$ cat config.mk
export PLATFORM = sky130hd
export DESIGN_NAME = arm_mem_arbiter_flat
export DESIGN_NICKNAME = d
export VERILOG_FILES = /design/src/rtl/arm_mem_arbiter_if.sv /design/src/rtl/arm_mem_arbiter.sv /design/src/flat_wrapper.sv
export SDC_FILE = /design/constraint.sdc
export NUM_CORES = 1
export LEC_CHECK = 0
export BUFFER_PORTS_ARGS = -buffer_cell sky130_fd_sc_hd__buf_2
export CELL_PAD_IN_SITES_DETAIL_PLACEMENT = 1
export CELL_PAD_IN_SITES_GLOBAL_PLACEMENT = 1
export CORE_UTILIZATION = 39
export DETAILED_ROUTE_END_ITERATION = 6
export PLACE_DENSITY = 0.82
export SYNTH_ARGS = -nofsm -noshare
export SYNTH_HDL_FRONTEND = slang
export SYNTH_SLANG_ARGS = --single-unit
export TNS_END_PERCENT = 20
$ cat constraint.sdc
create_clock -name clk -period 3.7 [get_ports clk]
set_clock_uncertainty 0.05 [all_clocks]
set_input_delay 0.37 -clock clk [delete_from_list [all_inputs] [get_ports clk]]
set_output_delay 0.37 -clock clk [all_outputs]
set_load 0.02 [all_outputs]
$ cat src/rtl/arm_mem_arbiter_if.sv
// arm_mem_arbiter_if: bundles the fetch port, data port and memory-side bus
// of the ARM two-port-to-one memory arbiter.
//
// Request/completion handshake (both CPU ports): a requester raises *_req with
// stable operands and keeps them stable until it samples *_done high; done is
// a single-cycle pulse and the requester drops req from the following cycle.
// The arbiter latches operands at grant, so later operand changes or an early
// req drop do not affect the transaction already in flight.
interface arm_mem_arbiter_if #(
    parameter int ADDR_W = 32,
    parameter int DATA_W = 32
);
    logic              i_req;
    logic [ADDR_W-1:0] i_addr;
    logic              i_done;
    logic [DATA_W-1:0] i_rdata;
    logic              d_req;
    logic              d_we;
    logic [ADDR_W-1:0] d_addr;
    logic [DATA_W-1:0] d_wdata;
    logic              d_done;
    logic [DATA_W-1:0] d_rdata;
    logic              mem_en;
    logic              mem_we;
    logic [ADDR_W-1:0] mem_addr;
    logic [DATA_W-1:0] mem_wdata;
    logic [DATA_W-1:0] mem_rdata;
    logic              busy;

    // Arbiter side
    modport slave (
        input  i_req, i_addr, d_req, d_we, d_addr, d_wdata, mem_rdata,
        output i_done, i_rdata, d_done, d_rdata,
               mem_en, mem_we, mem_addr, mem_wdata, busy
    );

    // Requester / memory side
    modport master (
        output i_req, i_addr, d_req, d_we, d_addr, d_wdata, mem_rdata,
        input  i_done, i_rdata, d_done, d_rdata,
               mem_en, mem_we, mem_addr, mem_wdata, busy
    );
endinterface

$ cat src/rtl/arm_mem_arbiter.sv
// arm_mem_arbiter: shares one single-port memory between the instruction-fetch
// and load/store ports of the ARM core. One transaction at a time, fixed read
// latency MEM_LAT (1..15), single-cycle done pulse to the owning port.
// Optional macro ARM_MEM_ARB_RR_EN selects round-robin arbitration on a tie;
// without it the data port has fixed priority over fetch.
// dbg_state exposes the FSM state (0 IDLE, 1 ACCESS, 2 WAIT, 3 DONE).
module arm_mem_arbiter #(
    parameter int ADDR_W  = 32,
    parameter int DATA_W  = 32,
    parameter int MEM_LAT = 1
) (
    input  logic                clk,
    input  logic                reset,
    arm_mem_arbiter_if.slave    bus,
    output logic [1:0]          dbg_state
);

    typedef enum logic [1:0] {
        IDLE   = 2'd0,
        ACCESS = 2'd1,
        WAIT   = 2'd2,
        DONE   = 2'd3
    } state_t;

    localparam logic [3:0] LAT4 = 4'(MEM_LAT);

    // Out-of-range latency would make the 4-bit counter wrap or never expire
    generate
        if (MEM_LAT < 1 || MEM_LAT > 15) begin : g_bad_lat
            $error("arm_mem_arbiter: MEM_LAT=%0d outside legal range 1..15", MEM_LAT);
        end
    endgenerate

    state_t     state;
    logic [3:0] cnt;
    logic       own_d;    // 1 = data port owns the current transaction
    logic       grant_d;  // grant decision for the IDLE cycle

`ifdef ARM_MEM_ARB_RR_EN
    logic last_d;         // 1 = data port was served last

    // On a tie the port not served last wins; single requests always win
    always_comb begin
        grant_d = bus.d_req && (!bus.i_req || !last_d);
    end

    // Round-robin pointer, updated at grant, resets to "fetch last served"
    always_ff @(posedge clk or negedge reset) begin
        if (!reset) begin
            last_d <= 1'b0;
        end else if (state == IDLE && (bus.i_req || bus.d_req)) begin
            last_d <= grant_d;
        end
    end
`else
    // Fixed priority: data beats fetch
    always_comb begin
        grant_d = bus.d_req;
    end
`endif

    assign dbg_state = state;

    // Main sequencer: grant, memory strobe, latency count, completion pulse
    always_ff @(posedge clk or negedge reset) begin
        if (!reset) begin
            state         <= IDLE;
            cnt           <= 4'd0;
            own_d         <= 1'b0;
            bus.i_done    <= 1'b0;
            bus.i_rdata   <= '0;
            bus.d_done    <= 1'b0;
            bus.d_rdata   <= '0;
            bus.mem_en    <= 1'b0;
            bus.mem_we    <= 1'b0;
            bus.mem_addr  <= '0;
            bus.mem_wdata <= '0;
            bus.busy      <= 1'b0;
        end else begin
            case (state)
                IDLE: begin
                    if (bus.i_req || bus.d_req) begin
                        own_d        <= grant_d;
                        bus.mem_we   <= grant_d && bus.d_we;
                        bus.mem_addr <= grant_d ? bus.d_addr : bus.i_addr;
                        if (grant_d) begin
                            bus.mem_wdata <= bus.d_wdata;
                        end
                        bus.mem_en   <= 1'b1;
                        bus.busy     <= 1'b1;
                        state        <= ACCESS;
                    end
                end
                ACCESS: begin
                    bus.mem_en <= 1'b0;
                    if (bus.mem_we) begin
                        // Stores need no read wait; only the data port stores
                        bus.d_done <= 1'b1;
                        state      <= DONE;
                    end else begin
                        cnt   <= LAT4;
                        state <= WAIT;
                    end
                end
                WAIT: begin
                    // cnt reaches 1 in the cycle where mem_rdata is valid
                    if (cnt == 4'd1) begin
                        if (own_d) begin
                            bus.d_rdata <= bus.mem_rdata;
                            bus.d_done  <= 1'b1;
                        end else begin
                            bus.i_rdata <= bus.mem_rdata;
                            bus.i_done  <= 1'b1;
                        end
                        cnt   <= 4'd0;
                        state <= DONE;
                    end else begin
                        cnt <= cnt - 4'd1;
                    end
                end
                DONE: begin
                    bus.i_done <= 1'b0;
                    bus.d_done <= 1'b0;
                    bus.busy   <= 1'b0;
                    state      <= IDLE;
                end
                default: begin
                    state <= IDLE;
                end
            endcase
        end
    end

endmodule

$ cat src/flat_wrapper.sv
// flat-port wrapper written by rule: the top's interface ports become plain ports
module arm_mem_arbiter_flat 
#(
    parameter int ADDR_W  = 32,
    parameter int DATA_W  = 32,
    parameter int MEM_LAT = 1
)
  (clk, reset, dbg_state, bus_i_req, bus_i_addr, bus_d_req, bus_d_we, bus_d_addr, bus_d_wdata, bus_mem_rdata, bus_i_done, bus_i_rdata, bus_d_done, bus_d_rdata, bus_mem_en, bus_mem_we, bus_mem_addr, bus_mem_wdata, bus_busy);
  arm_mem_arbiter_if #(.ADDR_W(ADDR_W), .DATA_W(DATA_W)) bus_i ();
  input  logic clk;
  input  logic reset;
  output logic [1:0] dbg_state;
  input wire logic [$bits(bus_i.i_req)-1:0] bus_i_req;
  input wire logic [$bits(bus_i.i_addr)-1:0] bus_i_addr;
  input wire logic [$bits(bus_i.d_req)-1:0] bus_d_req;
  input wire logic [$bits(bus_i.d_we)-1:0] bus_d_we;
  input wire logic [$bits(bus_i.d_addr)-1:0] bus_d_addr;
  input wire logic [$bits(bus_i.d_wdata)-1:0] bus_d_wdata;
  input wire logic [$bits(bus_i.mem_rdata)-1:0] bus_mem_rdata;
  output wire logic [$bits(bus_i.i_done)-1:0] bus_i_done;
  output wire logic [$bits(bus_i.i_rdata)-1:0] bus_i_rdata;
  output wire logic [$bits(bus_i.d_done)-1:0] bus_d_done;
  output wire logic [$bits(bus_i.d_rdata)-1:0] bus_d_rdata;
  output wire logic [$bits(bus_i.mem_en)-1:0] bus_mem_en;
  output wire logic [$bits(bus_i.mem_we)-1:0] bus_mem_we;
  output wire logic [$bits(bus_i.mem_addr)-1:0] bus_mem_addr;
  output wire logic [$bits(bus_i.mem_wdata)-1:0] bus_mem_wdata;
  output wire logic [$bits(bus_i.busy)-1:0] bus_busy;
  assign bus_i.i_req = bus_i_req;
  assign bus_i.i_addr = bus_i_addr;
  assign bus_i.d_req = bus_d_req;
  assign bus_i.d_we = bus_d_we;
  assign bus_i.d_addr = bus_d_addr;
  assign bus_i.d_wdata = bus_d_wdata;
  assign bus_i.mem_rdata = bus_mem_rdata;
  assign bus_i_done = bus_i.i_done;
  assign bus_i_rdata = bus_i.i_rdata;
  assign bus_d_done = bus_i.d_done;
  assign bus_d_rdata = bus_i.d_rdata;
  assign bus_mem_en = bus_i.mem_en;
  assign bus_mem_we = bus_i.mem_we;
  assign bus_mem_addr = bus_i.mem_addr;
  assign bus_mem_wdata = bus_i.mem_wdata;
  assign bus_busy = bus_i.busy;
  arm_mem_arbiter #(.ADDR_W(ADDR_W), .DATA_W(DATA_W), .MEM_LAT(MEM_LAT)) u_core (.clk(clk), .reset(reset), .bus(bus_i), .dbg_state(dbg_state));
endmodule
Yosys cells after proc, flatten, opt, wreduce, memory -nomap -nowiden:

Index checks and enable logic that the tools add are counted.

* RAM bits: 0
* word-level logic and storage cells: 60
* input bits: 133
* memories: 0
* bits in read-only memories: 0
* latch bits: 0
* register bits: 140

* reduce and logical (&&, ||, !) cells: 18
* div/mod/pow operators: 0
* add/sub/neg operators: 1
* magnitude comparators: 0
* shifts and indexed selects: 0
* bitwise gates (word level): 1
* equality and inequality tests: 10
* multiply operators: 0
* mux-type cells: 18

Operator list (number)
* 2-to-1 mux 32 bit: 1
* AND reduction 3 bit: 4
* AND reduction 2 bit: 5
* 2-to-1 mux 4 bit: 2
* inequality test 2 x 1 -> 1 bit, second input constant: 4
* case mux 2 bit (4 select lines): 1
* case mux 4 bit (2 select lines): 1
* nonzero test 2 bit: 4
* 2-to-1 mux 1 bit: 7
* case mux 1 bit (2 select lines): 3
* equality test 2 bit, second input constant: 2
* equality test 4 x 1 -> 1 bit, second input constant: 1
* 2-to-1 mux 2 bit: 2
* inequality test 2 bit, second input constant: 2
* AND reduction 4 bit: 1
* subtractor 4 x 1 -> 4 bit, second input constant: 1
* case mux 1 bit (3 select lines): 1
* nonzero test 3 bit: 1
* equality test 2 x 1 -> 1 bit, second input constant: 1
* logical NOT 2 bit: 1
* logical AND 1 bit: 1
* logical OR 1 bit: 1
* inverter 1 bit: 1

Depth between registers and ports, before layout:

* depth after elaboration: 3
* depth in mapped cells: 7
* depth with buffers taken out: 5

Worst setup path after synthesis:

OpenSTA, ideal clock, no wires.

* path kind: register -> register
* start: register u_core.state[0], in the netlist u_core.dbg_state[0]
* end: register u_core.bus.d_rdata[10]
* arrival: 1678 ps
* buffers on the path: 3
* setup slack: 1847 ps
* required time: 3525 ps
* cell stages (with the launch flop): 8
* path through: dfrtp_1 > inv_1 > ha_1 > clkbuf_2 > and3_1 > buf_6 > buf_12 > mux2_4

* cells in the longest elaborated chain, start to end: 2

Ends and longest elaborated chain
* start, declared: line arm_mem_arbiter.sv:34 `state_t state;`
* start signal, assigned: line arm_mem_arbiter.sv:67 `state <= IDLE;`
* start signal, assigned: line arm_mem_arbiter.sv:91 `state <= ACCESS;`
* start signal, assigned: line arm_mem_arbiter.sv:99 `state <= DONE;`
* equality test 2 bit: line arm_mem_arbiter.sv:80 `case (state)`
* AND reduction 3 bit (no line)
* end signal, assigned: line arm_mem_arbiter.sv:109 `bus.d_rdata <= bus.mem_rdata;`
* end, declared: line arm_mem_arbiter_if.sv:33 `output i_done, i_rdata, d_done, d_rdata,`

No other way between the ends.
A chain may end at the register's enable or synchronous reset.

Final worst setup path:

* start: register u_core.state[0], in the netlist u_core.dbg_state[0]
* end: register u_core.bus.d_rdata[13]

Same word-level chain as after synthesis.

==> flow_metrics.tcl <==
set metrics [dict create \
    slew_headroom 0.335 \
    drtIter0Drc 183 \
    wirelength_um 16500 \
    stdcell_count 885 \
    grt_antenna_before_repair 0 \
    met2_usage 0.383 \
    grt_pass1_wl_um 26500 \
    ant_nets 0 \
    crit_chain "inv_1, ha_1, and3_2, buf_4, mux2_4" \
    max_cap_violations 0 \
    start_util 0.403 \
    fin_tns_setup_ps 0 \
    period_needed_ps 2670 \
    track_usage 0.222 \
    cts.sinks 140 \
    synth-warning-count 0 \
    clk_pin_slew_worst_paths_ps 60 \
    hold_violations 0 \
    crit_path_end_kind "flip-flop" \
    start_kind "flip-flop" \
    core_area_sq_um 14700 \
    mostFrequentLayoutCell "buf_2" \
    preCtsSetupSlack_ps 1050 \
    fin_ws_ps 1030 \
    violations "DRC" \
    drive_gt1_frac 0.583 \
    grt.busiest_layer "met2" \
    synth_top_area_frac 0.591 \
    grtUsageMet3 0.0591 \
    slew_viol_final 0 \
    ys_seq_area_frac 0.591 \
    syn_inst 418 \
    holdBufCountCts 0 \
    post_drt_wl_per_cell_um 18.6 \
    ys_ff_latch 140 \
    clock.fmax_mhz 375 \
    cts_setup_buffers 0 \
    die_y_um 125 \
    io_pins 268 \
    hp-class "in -> async" \
    avgViaCountPerCell 4.95 \
    final_cell_mix "buf_2, dfrtp_1, mux2_2" \
    outcome "finished, violations left" \
    power_density_nw_per_um2 993 \
    drt_first_pass_iters 6 \
    insertion_delay_ps 410 \
    netlist-cell-type-count 39 \
    cts_tree "done" \
    yosysTopAreaCell "dfrtp_1" \
    critPathMaxFanout 20 \
    first_global_vias 4887 \
    min_period_over_period 0.721 \
    dp.cells 853 \
    syn_area_sq_um 5930 \
    dieArea_sq_um 15700 \
    grt_max_degree 112 \
    rows 44 \
    cp.required_ps 3950 \
    drcViolationCount 21 \
    numPortBuffers 267 \
    worst_slew_pin_slew_ps 998 \
    crit_family "buffers and inverters" \
    vdd_drop_max_uv 350 \
    syn2layout_area_growth_pct 34.7 \
    via_count 4379 \
    root_buffer "clkbuf_16" \
    setup_violations 0 \
    grt_overflow 0 \
    p_leak_nw 4.11 \
    fillers 1609 \
    rsz0062_at_grt "false" \
    grt_use_met1 0.258 \
    crit_path_top_delay_cell "and3_2" \
    cp.arrival_ps 2910 \
    cts_buffers 17 \
    path_class "reg -> reg" \
    ys_top_cells_by_area "dfrtp_1, mux2_2, mux2_4, mux2i_1, o21ai_0" \
    h-tree-depth 4 \
    syn_avg_cell_area_sq_um 14.2 \
    gp_congestion 0.844 \
    cp_num_buf_inv 2 \
    nets 828 \
    clockBufferDepth 2 \
    ctsResizeCount 0 \
    slowest_delay_ps 580 \
    die_width_um 125 \
    dp_hpwl_um 12300 \
    synth.net_count 558 \
    num_antenna_cells 0 \
]
-- power breakdown --
group          internal, W  total, W  switching, W
combinational      0.00142   0.00345       0.00203
sequential         0.00230   0.00276      0.000460
clock              0.00102   0.00172      0.000691
-- layer usage --
| metal | up-vias | wire [um] | share of wire |
|---|---|---|---|
| li1 | 2011 | - | - |
| met1 | 2133 | 6510 | 0.40 |
| met2 | 207 | 8340 | 0.51 |
| met3 | 28 | 1170 | 0.071 |
| met4 | 0 | 441 | 0.027 |
| met5 | - | 0 | 0 |
-- cells by family after synthesis --
family,Yosys count,share of synthesized area
compound gates,52,0.0503
fa+ha+maj,7,0.0148
buf+inv,30,0.0346
flops,140,0.591
mux,131,0.262
simple gates,58,0.0471
-- synth_stat cells --
library cell and n:
mux2_2 65, a32o_1 1, mux2_4 32, clkbuf_2 1
and2_1 1, and3_1 1, nand4bb_1 1, nor3b_1 1
a21oi_1 4, o221ai_1 1, a31o_2 1, nand3_2 1
nand2_1 39, buf_1 1, mux2i_1 34, a22oi_1 1
o21ai_1 1, o21ai_0 35, a22o_1 1, clkbuf_1 4
buf_2 10, a221oi_1 1, buf_12 3, or3b_4 1
a2bb2oi_1 1, a31oi_1 2, nor2b_1 4, a211oi_1 1
nor3_1 2, nand4_1 1, o211ai_1 1, dfrtp_1 140
nor2_1 3, buf_6 4, o2111ai_1 1, inv_1 7
nor3b_2 1, nand3b_1 2, ha_1 7
-- layout make-up --
| cell class | instances | area (sq um) | area share |
|---|---|---|---|
| clock inverters | 14 | 159 | 0.0199 |
| clock buffers | 18 | 439 | 0.0550 |
| inverters | 7 | 26.3 | 0.00329 |
| well taps | 184 | 230 | 0.0288 |
| multi-input cells | 248 | 2230 | 0.279 |
| flip-flops and latches | 140 | 3500 | 0.439 |
| repair buffers | 274 | 1400 | 0.175 |
-- registers in the layout (all words and copies together), names as in the netlist --
name	cells
u_core.dbg_state	2
u_core.bus.mem_wdata	32
u_core.bus.mem_we	1
u_core.bus.d_done	1
u_core.bus.i_done	1
u_core.bus.i_rdata	32
u_core.cnt	4
u_core.bus.d_rdata	32
u_core.bus.mem_en	1
u_core.bus.mem_addr	32
u_core.own_d	1
u_core.bus.busy	1
-- final timing paths --
kind | start | endpoint | slack, ps | cells after the start
max | u_core.dbg_state[0] | u_core.bus.d_rdata[13] | 1030 | 5
max reg2reg | u_core.dbg_state[0] | u_core.bus.d_rdata[13] | 1030 | 5
min reg2reg | u_core.bus.mem_addr[22] | u_core.bus.mem_addr[22] | 430 | 2
min in group clk | bus_d_wdata[21] | u_core.bus.mem_wdata[21] | 130 | 2
min | reset | u_core.bus.d_rdata[4] | 50 | 1
max in group asynchronous | reset | u_core.bus.mem_addr[25] | 2720 | 2
-- stage by stage --
step                total power [W]  instance area [sq um]  hold slack [ps]  utilization
floorplan                   0.00496                   5930             24.4            -
CTS                         0.00802                   7980             88.3        0.543
global route                0.00837                   7980              119        0.543
global placement            0.00602                   7380              407        0.502
detailed placement          0.00624                   7380              416        0.502
finish                      0.00793                   7980             52.1        0.543
Note: power is estimated with default switching activity, not from simulation.
